===== config.mk =====
export PLATFORM = sky130hd
export DESIGN_NAME = lt_sequencer
export DESIGN_NICKNAME = d
export VERILOG_FILES = /design/src/rtl/lt_pkg.sv /design/src/rtl/lt_sensor_filt.sv /design/src/rtl/lt_sequencer.sv
export SDC_FILE = /design/constraint.sdc
export NUM_CORES = 1
export LEC_CHECK = 0
export CORE_ASPECT_RATIO = 1.25
export CORE_MARGIN = 2
export CORE_UTILIZATION = 50
export DETAILED_ROUTE_END_ITERATION = 10
export PLACE_DENSITY = 0.69
export SYNTH_ARGS = -nofsm -noshare
export SYNTH_HDL_FRONTEND = slang
export SYNTH_HIERARCHICAL = 1
export SYNTH_SLANG_ARGS = --single-unit

===== constraint.sdc =====
create_clock -name clk27 -period 2.4 [get_ports clk27]
set_input_delay 0.24 -clock clk27 [delete_from_list [all_inputs] [get_ports clk27]]
set_output_delay 0.24 -clock clk27 [all_outputs]
set_load 0.03 [all_outputs]

===== src/rtl/lt_pkg.sv =====
`default_nettype none
// ============================================================================
// Module   : lt_pkg
// Brief    : Shared codes, state encoding and defaults for the latency tester.
// Revision : 1.0 - initial release
// ============================================================================
package lt_pkg;

    // Box position codes driven to the video generator; 0 renders all black.
    localparam logic [1:0] LT_POS_BLACK  = 2'd0;
    localparam logic [1:0] LT_POS_LEFT   = 2'd1;
    localparam logic [1:0] LT_POS_CENTER = 2'd2;
    localparam logic [1:0] LT_POS_RIGHT  = 2'd3;

    typedef enum logic [2:0] {
        ST_IDLE    = 3'd0,
        ST_PREP    = 3'd1,
        ST_ARM     = 3'd2,
        ST_MEASURE = 3'd3,
        ST_DONE    = 3'd4
    } lt_state_t;

    localparam int          LT_US_DIV_DEF  = 27;
    localparam logic [15:0] LT_TIMEOUT_DEF = 16'hFFFF;

endpackage
`default_nettype wire


===== src/rtl/lt_sensor_filt.sv =====
`default_nettype none
// ============================================================================
// Module   : lt_sensor_filt
// Brief    : Photodiode 2-FF synchronizer plus consecutive-sample level filter.
// Revision : 1.0 - initial release
// ============================================================================
module lt_sensor_filt #(
    parameter int SENSOR_FILT = 3
) (
    input  logic clk27,
    input  logic reset,
    input  logic sensor_in,
    output logic sensor_filt
);

    localparam int                   c_cnt_w = (SENSOR_FILT > 1) ? $clog2(SENSOR_FILT) : 1;
    localparam logic [c_cnt_w-1:0]   c_last  = c_cnt_w'(SENSOR_FILT - 1);

    logic [1:0]         r_sync;
    logic [c_cnt_w-1:0] r_cnt;
    logic               r_filt;

    // r_cnt tracks how many consecutive samples disagree with the current output.
    always_ff @(posedge clk27 or posedge reset) begin
        if (reset) begin
            r_sync <= 2'b00;
            r_cnt  <= '0;
            r_filt <= 1'b0;
        end else begin
            r_sync <= {r_sync[0], sensor_in};
            if (r_sync[1] == r_filt) begin
                r_cnt <= '0;
            end else if (r_cnt == c_last) begin
                r_filt <= r_sync[1];
                r_cnt  <= '0;
            end else begin
                r_cnt <= r_cnt + 1'b1;
            end
        end
    end

    assign sensor_filt = r_filt;

endmodule
`default_nettype wire


===== src/rtl/lt_sequencer.sv =====
`default_nettype none
// ============================================================================
// Module   : lt_sequencer
// Brief    : Display latency tester: black settle frames, box flash, us timing.
// Revision : 1.0 - initial release
// ============================================================================
module lt_sequencer
    import lt_pkg::*;
#(
    parameter int          SETTLE_FRAMES = 2,
    parameter int          US_DIV        = LT_US_DIV_DEF,
    parameter logic [15:0] TIMEOUT_US    = LT_TIMEOUT_DEF,
    parameter int          SENSOR_FILT   = 3
) (
    input  logic        clk27,
    input  logic        reset,
    input  logic        start,
    input  logic [1:0]  mode_sel,
    input  logic        vsync_in,
    input  logic        sensor_in,
    output logic        lt_active,
    output logic [1:0]  lt_mode,
    output logic        busy,
    output logic [15:0] result,
    output logic        result_valid,
    output logic        error
);

    localparam int                 c_pre_w     = (US_DIV > 1) ? $clog2(US_DIV) : 1;
    localparam int                 c_frm_w     = (SETTLE_FRAMES > 1) ? $clog2(SETTLE_FRAMES) : 1;
    localparam logic [c_pre_w-1:0] c_pre_last  = c_pre_w'(US_DIV - 1);
    localparam logic [c_frm_w-1:0] c_frm_last  = c_frm_w'(SETTLE_FRAMES - 1);

    lt_state_t          r_state, w_state_nx;
    logic               r_lt_active, w_lt_active_nx;
    logic [1:0]         r_lt_mode, w_lt_mode_nx;
    logic [1:0]         r_mode, w_mode_nx;
    logic               r_busy;
    logic [15:0]        r_result, w_result_nx;
    logic               r_valid, w_valid_nx;
    logic               r_error, w_error_nx;
    logic [c_frm_w-1:0] r_frame_cnt, w_frame_nx;
    logic [c_pre_w-1:0] r_prescale, w_pre_nx;
    logic [15:0]        r_us_cnt, w_us_nx;
    logic               r_vs_d, r_vs_fall;
    logic               w_sensor;

    lt_sensor_filt #(
        .SENSOR_FILT (SENSOR_FILT)
    ) u_sensor_filt (
        .clk27       (clk27),
        .reset       (reset),
        .sensor_in   (sensor_in),
        .sensor_filt (w_sensor)
    );

    always_ff @(posedge clk27 or posedge reset) begin
        if (reset) begin
            r_vs_d    <= 1'b1;
            r_vs_fall <= 1'b0;
        end else begin
            r_vs_d    <= vsync_in;
            r_vs_fall <= r_vs_d & ~vsync_in;
        end
    end

    always_ff @(posedge clk27 or posedge reset) begin
        if (reset) begin
            r_state     <= ST_IDLE;
            r_lt_active <= 1'b0;
            r_lt_mode   <= LT_POS_BLACK;
            r_mode      <= LT_POS_BLACK;
            r_busy      <= 1'b0;
            r_result    <= 16'd0;
            r_valid     <= 1'b0;
            r_error     <= 1'b0;
            r_frame_cnt <= '0;
            r_prescale  <= '0;
            r_us_cnt    <= 16'd0;
        end else begin
            r_state     <= w_state_nx;
            r_lt_active <= w_lt_active_nx;
            r_lt_mode   <= w_lt_mode_nx;
            r_mode      <= w_mode_nx;
            r_busy      <= (w_state_nx != ST_IDLE);
            r_result    <= w_result_nx;
            r_valid     <= w_valid_nx;
            r_error     <= w_error_nx;
            r_frame_cnt <= w_frame_nx;
            r_prescale  <= w_pre_nx;
            r_us_cnt    <= w_us_nx;
        end
    end

    always_comb begin
        w_state_nx     = r_state;
        w_lt_active_nx = r_lt_active;
        w_lt_mode_nx   = r_lt_mode;
        w_mode_nx      = r_mode;
        w_result_nx    = r_result;
        w_valid_nx     = 1'b0;
        w_error_nx     = r_error;
        w_frame_nx     = r_frame_cnt;
        w_pre_nx       = r_prescale;
        w_us_nx        = r_us_cnt;
        case (r_state)
            ST_IDLE: begin
                if (start) begin
                    w_state_nx     = ST_PREP;
                    w_lt_active_nx = 1'b1;
                    w_lt_mode_nx   = LT_POS_BLACK;
                    w_mode_nx      = mode_sel;
                    w_error_nx     = 1'b0;
                    w_frame_nx     = '0;
                end
            end
            ST_PREP: begin
                if (r_vs_fall) begin
                    if (r_frame_cnt == c_frm_last) begin
                        w_frame_nx = '0;
                        if (w_sensor) begin
                            w_state_nx  = ST_DONE;
                            w_error_nx  = 1'b1;
                            w_result_nx = 16'hFFFF;
                            w_valid_nx  = 1'b1;
                        end else begin
                            w_state_nx = ST_ARM;
                        end
                    end else begin
                        w_frame_nx = r_frame_cnt + 1'b1;
                    end
                end
            end
            ST_ARM: begin
                if (r_vs_fall) begin
                    w_state_nx   = ST_MEASURE;
                    w_lt_mode_nx = r_mode;
                    w_pre_nx     = '0;
                    w_us_nx      = 16'd0;
                end
            end
            ST_MEASURE: begin
                // Sensor was low leaving PREP, so a high level here is the rise; it outranks timeout.
                if (w_sensor) begin
                    w_state_nx   = ST_DONE;
                    w_lt_mode_nx = LT_POS_BLACK;
                    w_result_nx  = r_us_cnt;
                    w_valid_nx   = 1'b1;
                end else if (r_us_cnt >= TIMEOUT_US) begin
                    w_state_nx   = ST_DONE;
                    w_lt_mode_nx = LT_POS_BLACK;
                    w_result_nx  = TIMEOUT_US;
                    w_error_nx   = 1'b1;
                    w_valid_nx   = 1'b1;
                end else if (r_prescale == c_pre_last) begin
                    w_pre_nx = '0;
                    if (r_us_cnt != 16'hFFFF) begin
                        w_us_nx = r_us_cnt + 16'd1;
                    end
                end else begin
                    w_pre_nx = r_prescale + 1'b1;
                end
            end
            ST_DONE: begin
                if (r_vs_fall) begin
                    w_state_nx     = ST_IDLE;
                    w_lt_active_nx = 1'b0;
                    w_lt_mode_nx   = LT_POS_BLACK;
                end
            end
            default: begin
                w_state_nx     = ST_IDLE;
                w_lt_active_nx = 1'b0;
                w_lt_mode_nx   = LT_POS_BLACK;
            end
        endcase
    end

    assign lt_active    = r_lt_active;
    assign lt_mode      = r_lt_mode;
    assign busy         = r_busy;
    assign result       = r_result;
    assign result_valid = r_valid;
    assign error        = r_error;

endmodule
`default_nettype wire


# --- Word level (Yosys, flattened, before mapping) ---
# Index checks and enable logic that the tools add are counted.
# W data, S select, Z words.
op_classes:
  n_addsub: 4
  multipliers: 0
  div: 0
  n_lt_le_gt_ge: 1
  eq_ne: 20
  n_shift: 0
  mux: 53
  bitwise: 5
  n_reduce_logical: 16
ops:
  columns: ["cell", "count"]
  rows:
  - ["$mux W16", 10]
  - ["$pmux W16 S2", 2]
  - ["$mux W3", 8]
  - ["$mux W5", 4]
  - ["$ne A2 B2 Y1 const B", 10]
  - ["$add A16 B1 Y16 const B", 1]
  - ["$ge A16 B16 Y1 const B", 1]
  - ["$ne A16 B16 Y1 const B", 1]
  - ["$mux W1", 15]
  - ["$pmux W3 S5", 1]
  - ["$mux W2", 7]
  - ["$pmux W2 S5", 1]
  - ["$pmux W5 S2", 1]
  - ["$reduce_and A5 Y1", 2]
  - ["$reduce_and A7 Y1", 1]
  - ["$eq A3 B2 Y1 const B", 2]
  - ["$pmux W1 S3", 2]
  - ["$reduce_and A3 Y1", 2]
  - ["$reduce_and A6 Y1", 1]
  - ["$reduce_bool A2 Y1", 3]
  - ["$reduce_bool A3 Y1", 2]
  - ["$add A5 B1 Y5 const B", 1]
  - ["$eq A5 B5 Y1 const B", 1]
  - ["$not A1 Y1", 4]
  - ["other kinds (14)", 16]
word_totals:
  register_bits: 56
  latch_bits: 0
  mem_bits_rw: 0
  rom_bits: 0
  in_bits: 7
  output_inout_bits: 22
  elab_cells: 115
  n_memories: 0

# --- Longest topological paths before layout ---
# Gate-level depths: netlist (run 1).
depth:
  word_depth: 6
  ltp_mapped: 8

# --- Cells and area by module ---
# Netlist (run 1), hierarchy kept.
modules_own_cells:
  columns: ["mod", "instances", "cells_each", "area_per_inst_um2", "seq_area_each_um2"]
  rows:
  - ["lt_sequencer", 1, 253, 2708.8, 1277.5]
  - ["lt_sensor_filt", 1, 11, 178.9, 125.1]

# --- Worst setup path after synthesis (run 1) ---
# No wires, ideal clock.
synth_path:
  kind: "reg2reg"
  startpoint: "register r_us_cnt[0]"
  endpoint: "register r_lt_mode[0], in the netlist lt_mode[0]"
  setup_time_ps: 127
  t_arrival_ps: 1727
  t_required_ps: 2273
  slack_ps: 546
  stages_incl_launch_ff: 7
  n_path_buf: 1
  synth_period_minus_slack_ps: 1854
  cell_sequence: "dfrtp_1 ha_1 nand4_2 nor4_4 buf_6 o31a_1 mux2_1"
synth_via:
  elab_chain_cells: 3
synth_rtl:
  columns: ["item", "line", "source"]
  rows:
  - ["from (decl)", "lt_sequencer.sv:44", "logic [15:0] r_us_cnt, w_us_nx;"]
  - ["from (signal assigned)", "lt_sequencer.sv:91", "r_us_cnt <= w_us_nx;"]
  - ["$ge A16 B16 Y1", "lt_sequencer.sv:149", "end else if (r_us_cnt >= TIMEOUT_US) begin"]
  - ["$ne A3 B2 Y1 (no line)", null, null]
  - ["$reduce_and A5 Y1 (no line)", null, null]
  - ["to (signal assigned)", "lt_sequencer.sv:83", "r_lt_mode <= w_lt_mode_nx;"]
  - ["to (decl)", "lt_sequencer.sv:36", "logic [1:0] r_lt_mode, w_lt_mode_nx;"]
# No other way between the ends.
# A chain may end at the register's enable or synchronous reset.

# --- Worst setup path in the final report (run 1) ---
layout_path:
  startpoint: "register r_us_cnt[0]"
  endpoint: "register r_us_cnt[1]"
layout_via:
  elab_chain_cells: 6
  word_cells_on_any_way: 11
  classes_between: "add/sub (1); order compare (1); eq/ne (3); mux (5); reduce/logical (1)"
layout_rtl:
  columns: ["item", "line", "source"]
  rows:
  - ["$add A16 B1 Y16", "lt_sequencer.sv:158", "w_us_nx = r_us_cnt + 16'd1;"]
  - ["$mux W16", "lt_sequencer.sv:157", "if (r_us_cnt != 16'hFFFF) begin"]
  - ["$mux W16", "lt_sequencer.sv:155", "end else if (r_prescale == c_pre_last) begin"]
  - ["$mux W16", "lt_sequencer.sv:149", null]
  - ["$mux W16", "lt_sequencer.sv:144", "if (w_sensor) begin"]
  - ["$pmux W16 S2", "lt_sequencer.sv:106", "case (r_state)"]
# Parallel ways exist; a longest one is shown, timed or not. The select of a mux whose other input is x is not followed.

==> run summary, run 1 <==
Avg Inst Size Synth -> 10.9 µm²
Crit start category -> register
Dominant cell type by area after synthesis -> dfrtp_1
Slack of the critical path -> 0.300 ns
Total gr overflow -> 0
Post-synth ARST share -> 100%
Max Transition Viols Final -> 0
Max Cap Violations -> 0
CP Class -> reg2reg
Syn_nets -> 274
Slowest-stage cell, CP -> nor4_4
Final Setup Violations -> 0
Share of layout cells above drive strength 1 -> 13.2%
Count leader, synth -> dfrtp_1
RSZ-0062 raised after global routing -> false
Largest family of logic cells by synthesized area -> simple AND/OR/NAND/NOR gates
Die width -> 72.0 µm
FF+latch count, synth -> 56
Buffers on Ports -> 28
Area share of and/or/nand/nor cells after synthesis -> 20.1%
Power Density -> 1040 nW/µm²
# H-tree levels -> 2
Mux cell area share after synthesis -> 7.71%
Die H -> 89.0 µm
Synth top cells by count -> dfrtp_1, nand2_1, nand2b_1
Critical Path End Type -> register
TritonCTS Buffers -> 5
Tmin final -> 2.10 ns
Pin count of the biggest net entering global routing -> 30
Reg2Reg Depth -> 6
Yosys top cell area share -> 47.7%
All-Layer GR Usage -> 19.6%
Initial DRC Count -> 46
Fmax -> 476 MHz
CTS tree -> yes
Post-synthesis sequential area ratio -> 48.6%
Delay of the slowest cell on the worst path -> 0.48 ns
Worst endpoint required time -> 2.60 ns
CTS Buffer Depth -> 2
CTS sink cnt -> 56
Post-synthesis cell count -> 264
Netlist area before placement -> 2890 µm²
Clk_lat worst skew -> 0.31 ns
Avg WL per Cell -> 15.9 µm
Hold Buf Count CTS -> 0
Worst min path class -> in2async
Post-CTS Setup Bufs -> 0
Crit path DAT -> 2.30 ns
Final nets -> 305
Critical Path, Cell by Cell -> ha_1 -> nand4_2 -> nor4_4 -> buf_4 -> a21oi_2 -> mux2_1
Fill cells -> 470
Pre-CTS WS -> 0.288 ns
Critical path peak fanout -> 7
Final wirelength -> 5720 µm
Adder-cell share of the synthesized area -> 1.30%
DP HPWL -> 4120 µm
# DRC -> 0
CTS root buffer -> clkbuf_8
ANT cells -> 0
P&R area growth vs syn -> 16.2%
Initial core utilization -> 52.3%
Vias -> 2090
Final Hold Viols -> 0
Xor-xnor portion of the synthesized cell area -> 0.607%
Maximum vdd drop -> 0.603 mV
Vias in the first global route -> 2096
Reg clk slew, reported paths -> 0.10 ns
Final period utilization -> 87.5%
Num rows -> 30
Setup Skew -> 0.00605 ns
Number of synthesized flops with an enable pin -> 0
Core footprint -> 5520 µm²
Multi-input logic area -> 1340 µm²
First-pass GRT wire length -> 9860 µm
Compound-Gate Fraction of Synth Area -> 16.7%
Leak -> 1.45 nW
YS warnings -> 6
Slew margin rel. -> 53.4%
Largest cells by area after synthesis -> dfrtp_1, mux2i_1, o22a_1, nand2b_1, nand2_1
Worst slew pin tran -> 0.699 ns
Antenna-violating nets left -> 0
Synth unique cells -> 59
CTS resizes -> 0
DIE AREA -> 6400 µm²
Ys flop type -> dfrtp_1
Initial antenna violation count -> 0
DR vias/cell -> 5.81
Total negative slack -> 0 ns
Register area -> 1400 µm²
I/O pins -> 29
TritonRoute pass-1 iters -> 4
Outcome -> finished clean
GPL Wtd Cong -> 0.816
## layout make-up
class	count	area share, %
flip-flops and latches	56	41.8
multi-input cells	182	39.9
repair buffers	39	11.2
well taps	64	2.39
clock buffers	5	2.05
clock inverters	3	1.38
inverters	11	1.23
## cell usage in the layout (no fill, tap or decap), types with 6 or more instances in the layout
| cell type | netlist | routed |
|---|---|---|
| clkdlybuf4s50_1 | 0 | 28 |
| o21ai_0 | 7 | 7 |
| nand2b_1 | 17 | 17 |
| a211oi_1 | 6 | 6 |
| mux2i_1 | 14 | 14 |
| buf_4 | 4 | 10 |
| nand2_1 | 23 | 23 |
| o22a_1 | 16 | 16 |
| nor2_1 | 8 | 8 |
| nand3_1 | 8 | 8 |
| inv_1 | 10 | 9 |
| dfrtp_1 | 55 | 55 |
## stage by stage
stage / power (mW) / std cells / util, % / hold WS, ns / cell area (µm²)
6_report: 3.50 / 360 / 60.8 / 0.168 / 3350
5_1_grt: 3.71 / 360 / 60.8 / 0.194 / 3350
4_1_cts: 3.53 / 360 / 60.8 / 0.164 / 3350
3_5_place_dp: 2.90 / 352 / 58.7 / 0.339 / 3240
3_3_place_gp: 2.88 / 352 / 58.7 / 0.343 / 3240
2_1_floorplan: 2.38 / 264 / - / 0.0185 / 2890
## per-layer routing
layer | vias to the layer above | share of wire (%) | track usage (%)
li1 | 1030 | - | -
met2 | 29 | 50 | 34.5
met1 | 1025 | 46 | 25.2
met3 | 6 | 2.7 | 3.04
met5 | - | 0 | 0
met4 | 0 | 1.3 | 5.66
## cells by family after synthesis
logic type                 count (synthesis)
and+or+nand+nor                           96
AOI/OAI and AO/OA                         60
DFF                                       56
buffers and inverters                     26
muxes                                     21
adders and majority gates                  3
xor gates and xnor gates                   2
## path summary, 6_finish.rpt
kind / from / endpoint / slack [ns]
hold / removal: reset / u_sensor_filt/r_sync[1] / 0.17
max in group asynchronous: reset / r_prescale[3] / 1.56
setup / recovery: r_us_cnt[0] / r_us_cnt[1] / 0.30
min in group clk27: vsync_in / r_vs_d / 0.35
hold reg to reg: u_sensor_filt/r_sync[0] / u_sensor_filt/r_sync[1] / 0.36
setup reg to reg: r_us_cnt[0] / r_us_cnt[1] / 0.30
## report_power, final
part	internal [mW]	switching (mW)	total, mW	leakage, nW
sequential	1.19	0.177	1.37	0.698
combinational	0.682	0.827	1.51	0.692
clock	0.316	0.308	0.625	0.0600
## critical path, delay by kind of cell (launching register included)
kind	cells	cell delay, ns
buf+inv	1	0.24
fa+ha+maj	1	0.24
simple gates	2	0.67
flops	1	0.42
compound gates	1	0.08
mux	1	0.34
## registers in the layout, indices dropped and copies added (netlist names), 2 cells and up
register	cells
r_us_cnt	16
result	16
r_prescale	5
r_state	3
lt_mode	2
r_mode	2
u_sensor_filt/r_cnt	2
u_sensor_filt/r_sync	2
No activity file was read; power rests on OpenSTA's default activity.
==> inputs of run 2 (changes only) <==
Settings changed: CORE_UTILIZATION 50 to 25, PLACE_DENSITY 0.69 to 0.4, SYNTH_HIERARCHICAL 1 to default.
==> run summary, run 2 <==
Outcome -> finished clean
Slack of the critical path -> 0.337 ns
Critical path peak fanout -> 19
Worst r2r src -> r_us_cnt[0]
CTS Buffer Depth -> 2
Post-synth ARST share -> 100%
Power Density -> 1100 nW/µm²
Ys flop type -> dfrtp_1
CTS root buffer -> clkbuf_16
Fmax -> 485 MHz
Pre-CTS WS -> 0.333 ns
Slew margin rel. -> 61.6%
Avg Inst Size Synth -> 10.9 µm²
DR vias/cell -> 4.94
Final Setup Violations -> 0
Max Transition Viols Final -> 0
Leak -> 1.31 nW
Count leader, synth -> dfrtp_1
CP Class -> reg2reg
Initial antenna violation count -> 0
Maximum vdd drop -> 0.494 mV
Worst endpoint required time -> 2.64 ns
Fill cells -> 1100
Avg WL per Cell -> 15.6 µm
TritonCTS Buffers -> 5
Initial core utilization -> 25.5%
Hold Buf Count CTS -> 0
Reg2Reg Depth -> 6
Crit path DAT -> 2.30 ns
Pin count of the biggest net entering global routing -> 36
Multi-input logic area -> 1160 µm²
Syn_nets -> 257
Slowest-stage cell, CP -> or4_4
Share of layout cells above drive strength 1 -> 17.9%
Num rows -> 42
Max Cap Violations -> 0
Tmin final -> 2.06 ns
DP HPWL -> 4460 µm
# H-tree levels -> 2
Initial DRC Count -> 60
DIE AREA -> 11600 µm²
Die H -> 120 µm
Total negative slack -> 0 ns
Final wirelength -> 6430 µm
Delay of the slowest cell on the worst path -> 0.55 ns
FF+latch count, synth -> 56
Tot Pwr -> 3.64 mW
Register area -> 1400 µm²
All-Layer GR Usage -> 11.9%
Hold Slack -> 0.285 ns
Setup Skew -> 0.00963 ns
I/O pins -> 29
Critical Path End Type -> register
Worst slew pin tran -> 0.572 ns
Post-CTS Setup Bufs -> 0
P&R area growth vs syn -> 23.5%
Final period utilization -> 86.0%
Reg clk slew, reported paths -> 0.07 ns
YS warnings -> 0
Final nets -> 288
Antenna-violating nets left -> 0
Post-synthesis sequential area ratio -> 52.3%
Critical Path, Cell by Cell -> ha_1 -> nand4_1 -> or4_4 -> a211oi_4 -> buf_12 -> o22a_2
Synth top cells by count -> dfrtp_1, o22a_2, nand2_1
Clk_lat worst skew -> 0.30 ns
RSZ-0062 raised after global routing -> false
Worst Path Buf+Inv -> 1
Register-to-register setup slack -> 0.34 ns
Vias -> 2032
Family with the most delay on the worst path -> simple AND/OR/NAND/NOR gates
Dominant cell type by area after synthesis -> dfrtp_1
Most common library cell in the layout ignoring fill and taps -> dfrtp_1
CTS resizes -> 0
Crit start category -> register
Number of synthesized flops with an enable pin -> 0
Synth unique cells -> 49
Largest cells by area after synthesis -> dfrtp_1, o22a_2, mux2_2, or4_1, nand2b_1
Yosys top cell area share -> 51.4%
Core footprint -> 10500 µm²
Buffers on Ports -> 28
RR Endpoint -> result[11]
# DRC -> 0
Total gr overflow -> 0
CTS sink cnt -> 56
Vias in the first global route -> 2125
Worst min path class -> in2async
CTS tree -> yes
Netlist area before placement -> 2680 µm²
ANT cells -> 0
First-pass GRT wire length -> 11100 µm
Post-synthesis cell count -> 247
TritonRoute pass-1 iters -> 4
Die width -> 96.6 µm
Final Hold Viols -> 0
Most frequent cells in the layout -> dfrtp_1, clkdlybuf4s50_1, o22a_2
GPL Wtd Cong -> 0.757
## run 2: changes by cell type after synthesis, sizes merged, moves of 5 or more
cell	previous run	this run
a21oi	4	10
a2111oi	5	0
a211oi	6	1
nand2b	17	9
or4	2	9
nand2	24	14
mux2i	14	5
## run 2: layout make-up
cell class | count | area share (%)
sequential | 56 | 42.4
multi-input combinational | 164 | 35.2
timing repair buffer | 40 | 11.9
tap | 132 | 4.99
clock buffer | 7 | 4.01
inverter | 11 | 1.25
clock inverter | 1 | 0.265
## run 2: per-layer routing
| metal | GRT usage, % | wire length (µm) | vias up |
|---|---|---|---|
| met5 | 0 | 0 | - |
| met1 | 15.2 | 3010 | 997 |
| met2 | 18.8 | 3010 | 36 |
| met4 | 6.78 | 244 | 0 |
| li1 | - | - | 983 |
| met3 | 2.50 | 166 | 16 |
## run 2: worst max-delay path by stage
stage,from,endpoint,slack (ns),cells past startpoint
floorplan,r_us_cnt[0],result[0],0.41,6
global placement,r_us_cnt[0],result[1],0.33,6
detailed placement,r_us_cnt[0],result[15],0.33,6
CTS,r_us_cnt[0],result[15],0.31,6
global route,r_state[0],r_us_cnt[13],0.15,6
finish,r_us_cnt[0],result[11],0.34,6
## run 2: logic make-up after synthesis
group,after synthesis,synth area share [%]
muxes,13,5.23
adders and majority gates,3,1.40
xor gates and xnor gates,2,0.654
and+or+nand+nor,85,18.2
buffers and inverters,27,4.48
DFF,56,52.3
AOI/OAI and AO/OA,61,17.7
## run 2: power breakdown
group          switching, mW  internal, mW
clock network          0.343         0.391
logic                  0.829         0.704
registers              0.176          1.20
total                   1.35          2.29
## run 2: stage by stage
| stage | util [%] | instances | cell area (µm²) |
|---|---|---|---|
| after detailed placement | 30.1 | 403 | 3170 |
| final | 31.5 | 411 | 3310 |
| after floorplan | - | 247 | 2680 |
| after global routing | 31.5 | 411 | 3310 |
| after global placement | 30.1 | 403 | 3170 |
| after CTS | 31.5 | 411 | 3310 |
